## src/rtl/core_pkg.sv

```systemverilog
// Shared definitions for the RV32I multi-cycle control path: sequencer states,
// opcode constants (also used by the main decoder) and opcode classification.
package core_pkg;

    typedef enum logic [2:0] {
        FETCH  = 3'd0,
        DECODE = 3'd1,
        EXEC   = 3'd2,
        MEM    = 3'd3,
        WB     = 3'd4,
        TRAP   = 3'd5
    } state_t;

    typedef enum logic [1:0] {
        CLS_LOAD   = 2'd0,
        CLS_STORE  = 2'd1,
        CLS_BRANCH = 2'd2,
        CLS_OTHER  = 2'd3
    } cls_t;

    localparam logic [6:0] OPC_LOAD   = 7'b0000011;
    localparam logic [6:0] OPC_STORE  = 7'b0100011;
    localparam logic [6:0] OPC_OP     = 7'b0110011;
    localparam logic [6:0] OPC_OP_IMM = 7'b0010011;
    localparam logic [6:0] OPC_BRANCH = 7'b1100011;
    localparam logic [6:0] OPC_LUI    = 7'b0110111;
    localparam logic [6:0] OPC_AUIPC  = 7'b0010111;
    localparam logic [6:0] OPC_JAL    = 7'b1101111;
    localparam logic [6:0] OPC_JALR   = 7'b1100111;

    function automatic logic is_legal(input logic [6:0] opc);
        case (opc)
            OPC_LOAD, OPC_STORE, OPC_OP, OPC_OP_IMM, OPC_BRANCH,
            OPC_LUI, OPC_AUIPC, OPC_JAL, OPC_JALR: return 1'b1;
            default:                               return 1'b0;
        endcase
    endfunction

    function automatic cls_t classify(input logic [6:0] opc);
        case (opc)
            OPC_LOAD:   return CLS_LOAD;
            OPC_STORE:  return CLS_STORE;
            OPC_BRANCH: return CLS_BRANCH;
            default:    return CLS_OTHER;
        endcase
    endfunction

endpackage

```

## src/rtl/seq_wait_timer.sv

```systemverilog
// Memory wait counter: counts unacknowledged request cycles and flags the
// cycle in which the access must be abandoned.
module seq_wait_timer #(
    parameter int MEM_TIMEOUT = 64,
    parameter int CNT_W       = 7
) (
    input  logic             clk,
    input  logic             rst_n,
    input  logic             waiting,
    input  logic             ack,
    output logic             expired,
    output logic [CNT_W-1:0] count
);

    localparam bit             ENABLE = (MEM_TIMEOUT != 0);
    localparam logic [CNT_W-1:0] LAST = CNT_W'(MEM_TIMEOUT - 1);

    // Clearing whenever no request is pending (or it completes) gives a zero
    // count on every entry to FETCH or MEM.
    always_ff @(posedge clk or negedge rst_n) begin
        if (!rst_n) begin
            count <= '0;
        end else if (!waiting || ack) begin
            count <= '0;
        end else begin
            count <= count + 1'b1;
        end
    end

    assign expired = ENABLE && waiting && !ack && (count == LAST);

endmodule

```

## src/rtl/core_sequencer.sv

```systemverilog
// Multi-cycle control FSM for the RV32I core: sequences FETCH/DECODE/EXEC/MEM/WB
// and drives the shared memory port, IR/PC load strobes and register write.
module core_sequencer
    import core_pkg::*;
#(
    parameter int MEM_TIMEOUT = 64,
    parameter int CNT_W       = 7
) (
    input  logic       clk,
    input  logic       rst_n,
    input  logic [6:0] opcode,
    input  logic       mem_ack,
    output logic       mem_req,
    output logic       mem_we,
    output logic       mem_ifetch,
    output logic       ir_load,
    output logic       pc_load,
    output logic       reg_w_en,
    output logic       instret,
    output logic       trap,
    output state_t     state_dbg
);

    state_t           state_q, state_d;
    cls_t             cls_q, cls_d;
    logic             waiting;
    logic             timeout;
    logic [CNT_W-1:0] wait_count;

    // Derived from state only, so the timer never sees a path through opcode.
    assign waiting = (state_q == FETCH) || (state_q == MEM);

    seq_wait_timer #(
        .MEM_TIMEOUT (MEM_TIMEOUT),
        .CNT_W       (CNT_W)
    ) u_wait_timer (
        .clk     (clk),
        .rst_n   (rst_n),
        .waiting (waiting),
        .ack     (mem_ack),
        .expired (timeout),
        .count   (wait_count)
    );

    always_ff @(posedge clk or negedge rst_n) begin
        if (!rst_n) begin
            state_q <= FETCH;
            cls_q   <= CLS_OTHER;
        end else begin
            state_q <= state_d;
            cls_q   <= cls_d;
        end
    end

    always_comb begin
        state_d    = state_q;
        cls_d      = cls_q;
        mem_req    = 1'b0;
        mem_we     = 1'b0;
        mem_ifetch = 1'b0;
        ir_load    = 1'b0;
        pc_load    = 1'b0;
        reg_w_en   = 1'b0;
        instret    = 1'b0;
        trap       = 1'b0;
        case (state_q)
            FETCH: begin
                mem_req    = 1'b1;
                mem_ifetch = 1'b1;
                if (mem_ack) begin
                    ir_load = 1'b1;
                    state_d = DECODE;
                end else if (timeout) begin
                    state_d = TRAP;
                end
            end
            DECODE: begin
                if (is_legal(opcode)) begin
                    cls_d   = classify(opcode);
                    state_d = EXEC;
                end else begin
                    state_d = TRAP;
                end
            end
            EXEC: begin
                case (cls_q)
                    CLS_LOAD, CLS_STORE: state_d = MEM;
                    CLS_BRANCH: begin
                        pc_load = 1'b1;
                        instret = 1'b1;
                        state_d = FETCH;
                    end
                    default: state_d = WB;
                endcase
            end
            MEM: begin
                mem_req = 1'b1;
                mem_we  = (cls_q == CLS_STORE);
                if (mem_ack) begin
                    if (cls_q == CLS_STORE) begin
                        pc_load = 1'b1;
                        instret = 1'b1;
                        state_d = FETCH;
                    end else begin
                        state_d = WB;
                    end
                end else if (timeout) begin
                    state_d = TRAP;
                end
            end
            WB: begin
                reg_w_en = 1'b1;
                pc_load  = 1'b1;
                instret  = 1'b1;
                state_d  = FETCH;
            end
            TRAP: begin
                trap = 1'b1;
            end
            default: state_d = TRAP;
        endcase
        // Reset parks the FSM in FETCH; keep the port quiet until it is released.
        if (!rst_n) begin
            mem_req    = 1'b0;
            mem_we     = 1'b0;
            mem_ifetch = 1'b0;
            ir_load    = 1'b0;
            pc_load    = 1'b0;
            reg_w_en   = 1'b0;
            instret    = 1'b0;
            trap       = 1'b0;
        end
    end

    assign state_dbg = state_q;

endmodule
```

## config.mk

```make
export PLATFORM = sky130hd
export DESIGN_NAME = core_sequencer
export DESIGN_NICKNAME = d
export VERILOG_FILES = /design/src/rtl/core_pkg.sv /design/src/rtl/seq_wait_timer.sv /design/src/rtl/core_sequencer.sv
export SDC_FILE = /design/constraint.sdc
export NUM_CORES = 1
export LEC_CHECK = 0
export CAP_MARGIN = 25
export CORE_ASPECT_RATIO = 1.5
export CORE_UTILIZATION = 35
export CTS_CLUSTER_DIAMETER = 100
export CTS_CLUSTER_SIZE = 16
export DETAILED_ROUTE_END_ITERATION = 10
export PLACE_DENSITY_LB_ADDON = 0.08
export SYNTH_ARGS = -nofsm -noshare
export SYNTH_HDL_FRONTEND = slang
export SYNTH_SLANG_ARGS = --single-unit
```

## constraint.sdc

```tcl
create_clock -name clk -period 1.5 [get_ports clk]
set_clock_uncertainty 0.05 [all_clocks]
set_input_delay 0.45 -clock clk [delete_from_list [all_inputs] [get_ports clk]]
set_output_delay 0.45 -clock clk [all_outputs]
set_load 0.03 [all_outputs]
```

* Word level (Yosys, flattened, before mapping)
Index checks and enable logic that the tools add are counted.
** Word-level totals
- Flip-flop bits (word level) :: 12
- Bits of input ports :: 10
- Output and inout bits :: 11
- Word-level logic and storage cells :: 62
** Cells by class
- Add/subtract/negate cells :: 1
- Equal/unequal tests :: 17
- Mux-type cells :: 29
- Reduce and logical (&&, ||, !) cells :: 12
** Operators by type and width (count)
- equality test 7 x 6 -> 1 bit, second input constant :: 4
- equality test 7 bit, second input constant :: 3
- 2-to-1 mux 1 bit :: 19
- one-hot mux 3 bit (6 select lines) :: 1
- 2-to-1 mux 3 bit :: 5
- equality test 7 x 5 -> 1 bit, second input constant :: 2
- OR reduction 9 bit :: 1
- adder 7 x 1 -> 7 bit, second input constant :: 1
- equality test 7 x 2 -> 1 bit, second input constant :: 1
- 2-to-1 mux 7 bit :: 1
- equality test 3 x 2 -> 1 bit, second input constant :: 2
- equality test 3 bit, second input constant :: 2
- one-hot mux 2 bit (3 select lines) :: 1
- one-hot mux 3 bit (2 select lines) :: 1
- OR reduction 2 bit :: 2
- equality test 3 x 1 -> 1 bit, second input constant :: 1
- zero test 3 bit :: 1
- one-hot mux 1 bit (3 select lines) :: 1
- equality test 2 x 1 -> 1 bit, second input constant :: 1
- equality test 2 bit, second input constant :: 1
- logical AND 1 bit :: 2
- zero test 1 bit :: 2
- zero test 2 bit :: 1
- logical OR 1 bit :: 2
- AND reduction 2 bit :: 1

* Logic depth before layout (Yosys ltp)
Gate-level depths: netlist of run 1.
- Word-level depth :: 7
- Gate-level depth with buffers :: 6
- Depth with buffers taken out :: 5

* By module
From an unflattened synthesis of run 1, not the netlist that was laid out.
** Second synthesis, totals
- Cells, all modules :: 85
- Area total of the unflattened synthesis :: 772.0 um^2
** By module, submodules not included
- core_sequencer :: instances 1, cells each 56, area each 451.7 um^2, sequential area each 127.6 um^2
- seq_wait_timer :: instances 1, cells each 29, area each 320.3 um^2, sequential area each 175.2 um^2

* Worst setup path after synthesis of run 1
Ideal clock, no wire load.
- Path type :: reg-to-output
- Start point :: register state_q[0] (netlist: state_dbg[0])
- End point :: output port ir_load
- Arrival time :: 1.877 ns
- Data required time :: 1.000 ns
- Path slack :: -0.877 ns
- Stages on the path, launching flop included :: 4
- Path buffers :: 2
- Cell sequence :: dfrtp_1 -> clkbuf_8 -> clkbuf_1 -> nor4_1
** Between the ends
- Word-level cells in the longest chain between the ends :: 3
** Ends and longest elaborated chain
- start: declaration :: line core_sequencer.sv:24 : state_t state_q, state_d;
- start signal: assignment :: line core_sequencer.sv:50 : state_q <= state_d;
- zero test 3 bit :: line core_sequencer.sv:66 : case (state_q)
- 2-to-1 mux 1 bit :: line core_sequencer.sv:66
- 2-to-1 mux 1 bit :: line core_sequencer.sv:123 : if (!rst_n) begin
- end: declaration :: line core_sequencer.sv:16 : output logic ir_load,
Every way passes these cells.

* Worst setup path after layout of run 1
- Start point :: register cls_q[0]
- End point :: output port pc_load
** Between the ends
- Word-level cells in the longest chain between the ends :: 5
- Elaborated cells on any way between the ends :: 7
- Those cells by class :: 2 x eq/ne; 5 x mux
** Ends and longest elaborated chain
- start: declaration :: line core_sequencer.sv:25 : cls_t cls_q, cls_d;
- start signal: assignment :: line core_sequencer.sv:51 : cls_q <= cls_d;
- equality test 2 x 1 -> 1 bit :: line core_sequencer.sv:100 : if (cls_q == CLS_STORE) begin
- 2-to-1 mux 1 bit :: line core_sequencer.sv:100
- 2-to-1 mux 1 bit :: line core_sequencer.sv:99 : if (mem_ack) begin
- one-hot mux 1 bit (3 select lines) * :: line core_sequencer.sv:66
- 2-to-1 mux 1 bit * :: line core_sequencer.sv:123
- end: declaration :: line core_sequencer.sv:17 : output logic pc_load,
Every way passes the cells marked *; elsewhere a longest branch is shown, timed or not.

==> impl_metrics.json, run 1 <==
{
  "cts_made_buffers": 3,
  "hold_path.class": "in -> async",
  "grt.met3_usage": 0.01099,
  "internal-power_mw": 1.222,
  "tns_ns": -3.014,
  "core_region_area_um2": 2077,
  "cp-end-kind": "primary output",
  "cpPeakStageDelay_ns": 0.56,
  "area_growth_pct": 93.08,
  "yosys_warnings": 0,
  "ys_seq_area_frac": 0.3805,
  "use_met2": 0.3728,
  "grt_pass1_vias": 838,
  "ios": 21,
  "p_leak_nw": 0.6683,
  "start_util": 0.3831,
  "cts_tree": "built",
  "setup_viol": 11,
  "portBuffers": 20,
  "ant_nets": 0,
  "crit_chain": "nand2b_4, o22ai_4, a31oi_2, nor2b_4, buf_6",
  "grt_use_met1": 0.2273,
  "layout-drive-gt1-share": 0.6571,
  "syn-num-nets": 98,
  "die_h_um": 60.40,
  "worst-path-buf-inv": 1,
  "cts_hold_buf": 0,
  "row_count": 20,
  "syn_inst": 87,
  "fmax_ghz": 0.5136,
  "top_usage_layer": "met2",
  "pwr-share-seq": 0.241,
  "worstReg2RegEnd": "state_dbg[2]",
  "combPwrFrac": 0.658,
  "cts.sinks": 12,
  "tightest_slew_ns": 0.2807,
  "num_vias": 829,
  "vias_per_cell": 5.117,
  "maxCapViolations": 0,
  "antenna_found_initial": 0,
  "r2r-start": "cls_q[0]",
  "r2r_slack_ns": -0.12,
  "path_clk_slew_ns": 0.08,
  "final_hold_viol_count": 0,
  "grt_pass1_wl_mm": 3.415,
  "switching_power_mw": 0.8189,
  "violations": "negative setup slack",
  "grt_max_degree": 13,
  "route.detailed.drc": 0,
  "drt_first_pass_iters": 3,
  "cts-root-buf": "clkbuf_4",
  "layout_commonest_cell": "buf_4",
  "critPathMaxFanout": 2,
  "cp-start-kind": "flop",
  "antenna_cells": 0,
  "synth-seq-cells": 12,
  "fin_total_pwr_mw": 2.041,
  "outcome": "complete, but fails checks",
  "h-tree-depth": 1,
  "layoutNonFillerInstCount": 162,
  "globalRouteOverflowTotal": 0,
  "path_class": "reg -> out",
  "crit_family": "flip-flops",
  "vdd_drop_max_mv": 0.7158,
  "final_cell_mix": "buf_4 (29), buf_6 (14), nor2_1 (8), dfrtp_1 (7)",
  "swShare": 0.4013,
  "fin_crit_ns": 1.947,
  "rsz0062_at_grt": "yes",
  "syn_area_per_cell_um2": 9.147,
  "clk-insertion-delay-late_ns": 0.27,
  "cp.required_ns": 1.00,
  "fin_ws_ns": -0.4470,
  "dp.cells": 147,
  "dieArea_um2": 2472,
  "slew_headroom": 0.8113,
  "clock_path_buffers": 2,
  "reg2reg_depth": 6,
  "powerDensity_nw_per_um2": 1328,
  "crit_arrival_ns": 1.45,
  "clkPwrFrac": 0.101,
  "dpl.hpwl_mm": 1.598,
  "routabilityCongestion": 0.7261,
  "syn_area_um2": 795.8,
  "grt_usage": 0.1994,
  "wirelength_mm": 2.276,
  "wl_per_cell_um": 14.05,
  "final_nets": 152,
  "finalMaxSlewViolations": 0,
  "die-width_um": 40.93,
  "synth_cell_types": 37,
  "drt_iter0_drc": 7,
  "slowest_stage": "dfstp_2",
  "min_period_over_period": 1.298
}
## power groups by stage
stage          Sequential (mW)  Clock (mW)  Combinational (mW)
4_1_cts                  0.486       0.215                1.26
3_5_place_dp             0.471           0               0.932
6_report                 0.492       0.206                1.34
2_1_floorplan            0.529           0               0.587
5_1_grt                  0.497       0.222                1.43
3_3_place_gp             0.470           0               0.926
## cell families (layout without fill, tap and decap cells)
group | count (synthesis) | count (layout) | share of synthesized area
AND/OR/NAND/NOR | 39 | 39 | 0.2594
AO/OA/AOI/OAI | 17 | 17 | 0.1745
flip-flops | 12 | 12 | 0.3805
buffers and inverters | 9 | 62 | 0.05974
XOR/XNOR | 5 | 5 | 0.05504
multiplexers | 4 | 4 | 0.05503
adder cells (fa/ha/maj) | 1 | 1 | 0.01572
## worst reg2reg max path, delay by kind of cell, from the launching register on
family,cells,cell delay (ns)
AND/OR/NAND/NOR,1,0.06
flip-flops,1,0.56
multiplexers,1,0.30
buffers and inverters,2,0.22
AO/OA/AOI/OAI,2,0.31
## layer usage
layer | vias to the layer above | share of wire
li1 | 414 | -
met1 | 402 | 0.39
met2 | 13 | 0.59
met3 | 0 | 0.020
met4 | 0 | 0
met5 | - | 0
## state kept, by name, summed over array words and instances (netlist names)
name                cells
u_wait_timer.count      7
state_dbg               3
cls_q                   2
## synth_stat cells
library cell   n  area share
nand2_1        7       0.033
nand3_1        2       0.013
o31a_1         1       0.011
nand2b_1       4       0.031
nor3b_1        2       0.019
a211o_1        1       0.011
or3_4          1       0.014
ha_1           1       0.016
clkbuf_8       1       0.017
or3_1          1      0.0079
o22ai_1        1      0.0079
dfstp_2        2       0.066
mux2_1         2       0.028
nor4_1         2       0.016
a31oi_1        1      0.0079
mux2_2         1       0.014
nand3_2        1       0.013
o21ai_0        3       0.019
clkbuf_1       3       0.014
nor2_1        10       0.047
a211oi_2       1       0.016
mux2i_1        1       0.013
dfrtp_1       10        0.31
nand4b_1       1       0.011
and2_1         1      0.0079
o41ai_1        1       0.011
and3_1         1      0.0079
xnor2_1        2       0.022
nor3_1         5       0.031
xor2_1         3       0.033
inv_1          4       0.019
o32a_1         1       0.013
nor2b_1        1      0.0079
a21oi_1        4       0.025
a2111oi_4      1       0.035
buf_4          1      0.0094
a21boi_0       2       0.019
## worst max path at each step
stage            startpoint  endpoint  cells after the start
5_1_grt            cls_q[0]   pc_load                      5
2_1_floorplan  state_dbg[0]   pc_load                      6
4_1_cts            cls_q[1]   instret                      5
3_5_place_dp        mem_ack   instret                      6
3_3_place_gp        mem_ack   pc_load                      6
6_report           cls_q[0]   pc_load                      5
## layout make-up
class / instances / area, um2
Multi-Input combinational cell: 66 / 679.4
Sequential cell: 12 / 306.5
Clock buffer: 4 / 26.28
Inverter: 4 / 17.52
Fill cell: 152 / 540.5
Tap cell: 22 / 27.53
Timing Repair Buffer: 54 / 479.2
## through the flow
step / util / area (um2) / setup slack, ns / hold slack [ns]
finish: 0.7398 / 1536 / -0.4470 / 0.3667
global route: 0.7398 / 1536 / -0.5036 / 0.3830
CTS: 0.7036 / 1461 / -0.4758 / 0.3714
detailed placement: 0.5873 / 1220 / -0.5794 / 0.4661
global placement: 0.5873 / 1220 / -0.5799 / 0.4645
floorplan: - / 909.6 / -0.4137 / 0.1044
## what timing repair did
action / CTS / global route
pin swaps: 10 / 12
gates resized for setup: 57 / 15
endpoints found under the setup margin: 19 / 15
buffers inserted: 8 / 6
(Power assumes the default switching activity.)
==> run 2: changes to the inputs <==
- MAX_ROUTING_LAYER: not set -> met4
- clock period: 1.5 -> 1.6 ns (I/O delays scaled with it)
==> impl_metrics.json, run 2 (same netlist as run 1, synthesis figures left out) <==
{
  "outcome": "complete, but fails checks",
  "violations": "negative setup slack",
  "cts_made_buffers": 3,
  "dpl.hpwl_mm": 1.533,
  "final_hold_viol_count": 0,
  "powerDensity_nw_per_um2": 1277,
  "drt_first_pass_iters": 4,
  "num_vias": 782,
  "holdWs_ns": 0.4511,
  "final_cell_mix": "buf_4 (22), buf_6 (12), nor2_1 (8), dfrtp_1 (7), a21oi_1 (4)",
  "route.met2.wl_mm": 1.218,
  "cp-end-kind": "primary output",
  "dieArea_um2": 2472,
  "layout_commonest_cell": "buf_4",
  "min_period_over_period": 1.238,
  "largest-register": "u_wait_timer.count",
  "grt_usage": 0.2016,
  "clk-insertion-delay-late_ns": 0.26,
  "p_leak_nw": 0.5980,
  "largest_register_ffs": 7,
  "final_nets": 142,
  "fillers": 161,
  "tns_ns": -1.931,
  "cts_hold_buf": 0,
  "r2r-start": "cls_q[0]",
  "antenna_found_initial": 0,
  "die_h_um": 60.40,
  "clock_path_buffers": 2,
  "core_region_area_um2": 2077,
  "setup_viol": 9,
  "fin_util": 0.6711,
  "cp.required_ns": 1.07,
  "crit_arrival_ns": 1.45,
  "wl_per_cell_um": 13.20,
  "row_count": 20,
  "r2r_slack_ns": -0.10,
  "grt_max_degree": 13,
  "ios": 21,
  "fin_crit_ns": 1.981,
  "wl_met3_um": 39,
  "vias_per_cell": 5.145,
  "worstReg2RegEnd": "state_dbg[2]",
  "area_growth_pct": 75.16,
  "grt_pass1_vias": 794,
  "path_class": "reg -> out",
  "drt_iter0_drc": 8,
  "fin_ws_ns": -0.3807,
  "finalMaxSlewViolations": 0,
  "globalRouteOverflowTotal": 0,
  "maxCapViolations": 0,
  "h-tree-depth": 1,
  "route.detailed.drc": 0,
  "cts.sinks": 12,
  "cp-start-kind": "flop",
  "critPathMaxFanout": 2,
  "routedLengthMet1_um": 736,
  "wirelength_mm": 2.007,
  "antenna_cells": 0,
  "ant_nets": 0,
  "path_clk_slew_ns": 0.07,
  "dp_slack_ns": -0.5498,
  "crit_start": "cls_q[0]",
  "cts-root-buf": "clkbuf_4",
  "crit_path_end": "instret",
  "start_util": 0.3831,
  "fmax_ghz": 0.5049,
  "grt_pass1_wl_mm": 3.236,
  "cts_tree": "built",
  "fin_total_pwr_mw": 1.780,
  "die-width_um": 40.93,
  "slew_headroom": 0.7728,
  "rsz0062_at_grt": "yes",
  "reg2reg_depth": 6,
  "routabilityCongestion": 0.7501,
  "layout-drive-gt1-share": 0.6000,
  "maxUsedRoutingLayer": "met4",
  "tightest_slew_ns": 0.3376,
  "hold_path.class": "in -> async",
  "portBuffers": 20,
  "vdd_drop_max_mv": 0.7205
}
run 2: changes by cell type in the layout (fill, tap and decap cells not counted), moves of 2 or more:
cell,previous run,this run
nand2_2,1,3
buf_2,3,0
clkbuf_2,1,3
buf_4,29,22
buf_6,14,12
clkdlybuf4s50_1,0,2
run 2: how the worst min path moves through the flow:
stage,startpoint,endpoint,depth (start not counted)
finish,rst_n,state_dbg[1],3
global route,rst_n,state_dbg[1],3
CTS,rst_n,state_dbg[0],3
detailed placement,u_wait_timer.count[0],u_wait_timer.count[0],2
global placement,u_wait_timer.count[0],u_wait_timer.count[0],2
floorplan,rst_n,state_dbg[0],0
run 2: final cells by class:
class	count	area (um2)	share of cell area
multi-input cells	66	616.8	0.4425
inverters	4	17.52	0.01257
flip-flops and latches	12	306.5	0.2199
well taps	22	27.53	0.01975
repair buffers	44	389.1	0.2792
clock buffers	4	36.28	0.02603
run 2: where the power goes:
group	leakage [nW]	switching (mW)	internal, mW	total [mW]
Sequential	0.151	0.0675	0.381	0.448
Clock	0.0210	0.0976	0.138	0.236
Combinational	0.426	0.551	0.545	1.10
Total	0.598	0.716	1.06	1.78
run 2: per-layer routing:
metal | vias to the layer above | global-route usage
li1 | 393 | -
met1 | 375 | 0.1866
met2 | 12 | 0.3929
met3 | 2 | 0.02198
met4 | 0 | 0.05714
met5 | - | -
run 2: critical path: stages (launching register included):
cell	delay, ns
dfstp_2	0.56
nand2b_4	0.06
o22ai_4	0.15
a31oi_2	0.12
nor2b_4	0.14
buf_6	0.14
run 2: what timing repair did:
action / 4_1_cts / 5_1_grt
setup endpoints to repair: 14 / 12
pin swaps: 10 / 7
cloned: 0 / 0
resized for setup: 41 / 10
endpoints found under the hold margin: 0 / 0
buffers inserted: 7 / 0
run 2: stage by stage:
| step | cell area (um2) | std cells |
|---|---|---|
| after CTS | 1379 | 152 |
| after floorplan | 905.9 | 87 |
| after global routing | 1394 | 152 |
| after detailed placement | 1172 | 141 |
| after global placement | 1172 | 141 |
| final | 1394 | 152 |
==> run 3: changes to the inputs <==
- PLACE_DENSITY: not set -> 0.61
- PLACE_DENSITY_LB_ADDON: 0.08 -> not set
- RECOVER_POWER: not set -> 100
==> impl_metrics.json, run 3 (same netlist as run 1, synthesis figures left out) <==
{
  "slowest_stage": "dfstp_2",
  "largest_register_ffs": 7,
  "maxUsedRoutingLayer": "met4",
  "cp.required_ns": 1.07,
  "rsz0062_at_grt": "yes",
  "globalRouteOverflowTotal": 0,
  "violations": "negative setup slack",
  "grt_usage": 0.1951,
  "final_nets": 145,
  "fin_crit_ns": 1.994,
  "whs_path_depth": 2,
  "largest-register": "u_wait_timer.count",
  "wl_met3_um": 41,
  "portBuffers": 20,
  "min_from": "u_wait_timer.count[0]",
  "final_cell_mix": "buf_4 (18), buf_6 (14), nor2_1 (8), dfrtp_1 (7), clkbuf_1 (5)",
  "row_count": 20,
  "cts.sinks": 12,
  "hold_path.class": "reg -> reg",
  "cp-start-kind": "flop",
  "cts_made_buffers": 3,
  "die_h_um": 60.40,
  "cp-end-kind": "primary output",
  "cts_tree": "built",
  "routedLengthMet1_um": 769,
  "grt_pass1_wl_mm": 3.125,
  "clock_path_buffers": 2,
  "cts_hold_buf": 0,
  "die-width_um": 40.93,
  "outcome": "complete, but fails checks",
  "post-route-cell-area_um2": 1409,
  "switching_power_mw": 0.7191,
  "clkPwrFrac": 0.112,
  "wirelength_mm": 2.013,
  "dpl.hpwl_mm": 1.541,
  "crit_chain": "nand2b_4, o22ai_2, a31oi_2, nor2b_4, buf_6",
  "route.met2.wl_mm": 1.168,
  "area_growth_pct": 77.04,
  "num_vias": 811,
  "final_hold_viol_count": 0,
  "r2r-start": "cls_q[0]",
  "routabilityCongestion": 0.7466,
  "combPwrFrac": 0.624,
  "vdd_drop_max_mv": 0.6349,
  "grt_max_degree": 13,
  "ant_nets": 0,
  "dp_slack_ns": -0.5157,
  "internal-power_mw": 1.017,
  "route.detailed.drc": 0,
  "start_util": 0.3831,
  "finalMaxSlewViolations": 0,
  "wl_per_cell_um": 12.99,
  "vias_per_cell": 5.232,
  "cpPeakStageDelay_ns": 0.58,
  "slew_headroom": 0.5706,
  "core_region_area_um2": 2077,
  "place_area_um2": 1187,
  "drt_first_pass_iters": 4,
  "ios": 21,
  "antenna_cells": 0,
  "path_class": "reg -> out",
  "drt_iter0_drc": 11,
  "r2r_slack_ns": -0.11,
  "hold_end": "u_wait_timer.count[0]",
  "tightest_slew_ns": 0.6441,
  "clk-insertion-delay-late_ns": 0.27,
  "path_clk_slew_ns": 0.07,
  "critPathMaxFanout": 3,
  "grt_pass1_vias": 788,
  "reg2reg_depth": 6,
  "cts-root-buf": "clkbuf_4",
  "powerDensity_nw_per_um2": 1233,
  "setup_viol": 10,
  "maxCapViolations": 0,
  "p_leak_nw": 0.5973,
  "min_period_over_period": 1.246,
  "swShare": 0.4141,
  "layout-drive-gt1-share": 0.5639,
  "fillers": 171,
  "pwr-share-seq": 0.264,
  "h-tree-depth": 1,
  "crit_arrival_ns": 1.46,
  "layout_commonest_cell": "buf_4",
  "fin_ws_ns": -0.3939,
  "dieArea_um2": 2472,
  "worstReg2RegEnd": "state_dbg[2]",
  "fin_total_pwr_mw": 1.736,
  "antenna_found_initial": 0,
  "fmax_ghz": 0.5015
}
[run 3: cell types whose count changed in the layout (fill, tap and decap cells not counted), moves of 2 or more]
cell             change
buf_4                -4
clkdlybuf4s50_1      -2
dlymetal6s2s_1       +2
buf_6                +2
clkbuf_1             +5
[run 3: timing repair]
action	4_1_cts	5_1_grt
pin swaps	9	13
gates resized for setup	44	17
hold endpoints to repair	0	0
buffers inserted	4	5
setup endpoints to repair	15	14
[run 3: metrics by stage]
step / setup TNS, ns / hold slack (ns) / instances / util
detailed placement: -7.204 / 0.4694 / 143 / 0.5717
global route: -3.032 / 0.5074 / 155 / 0.6783
global placement: -6.985 / 0.4597 / 143 / 0.5717
finish: -2.531 / 0.4759 / 155 / 0.6783
floorplan: -1.171 / 0.1344 / 87 / -
CTS: -2.363 / 0.3952 / 151 / 0.6657
[run 3: layout make-up]
type | instances | area, um2 | share of cell area
flip-flops and latches | 12 | 306.5 | 0.2176
well taps | 22 | 27.53 | 0.01954
repair buffers | 47 | 405.4 | 0.2877
inverters | 4 | 20.02 | 0.01421
clock buffers | 4 | 26.28 | 0.01865
multi-input cells | 66 | 623.1 | 0.4423
[run 3: critical path: cells and delay by family, from the launching register on]
family / cells / cell delay (ns)
AO/OA/AOI/OAI: 2 / 0.27
AND/OR/NAND/NOR: 2 / 0.20
flip-flops: 1 / 0.58
buffers and inverters: 1 / 0.14
[run 3: power groups by stage]
stage               clock [mW]  sequential (mW)  combinational (mW)
CTS                      0.206            0.464                1.04
finish                   0.195            0.458                1.08
global route             0.209            0.465                1.15
floorplan                    0            0.495               0.550
global placement             0            0.453               0.821
detailed placement           0            0.455               0.831
[run 3: routing by layer]
metal	vias up	GRT usage
met3	4	0.01099
met4	0	0.1143
met1	388	0.1799
met5	-	-
li1	405	-
met2	14	0.3594
[run 3: worst max-delay path by stage]
| stage | end | cells after the start | slack (ns) | start |
|---|---|---|---|---|
| 2_1_floorplan | pc_load | 6 | -0.34 | state_dbg[0] |
| 3_3_place_gp | pc_load | 6 | -0.52 | mem_ack |
| 3_5_place_dp | pc_load | 6 | -0.52 | mem_ack |
| 4_1_cts | pc_load | 5 | -0.40 | cls_q[1] |
| 5_1_grt | pc_load | 5 | -0.45 | cls_q[0] |
| 6_report | pc_load | 5 | -0.39 | cls_q[0] |
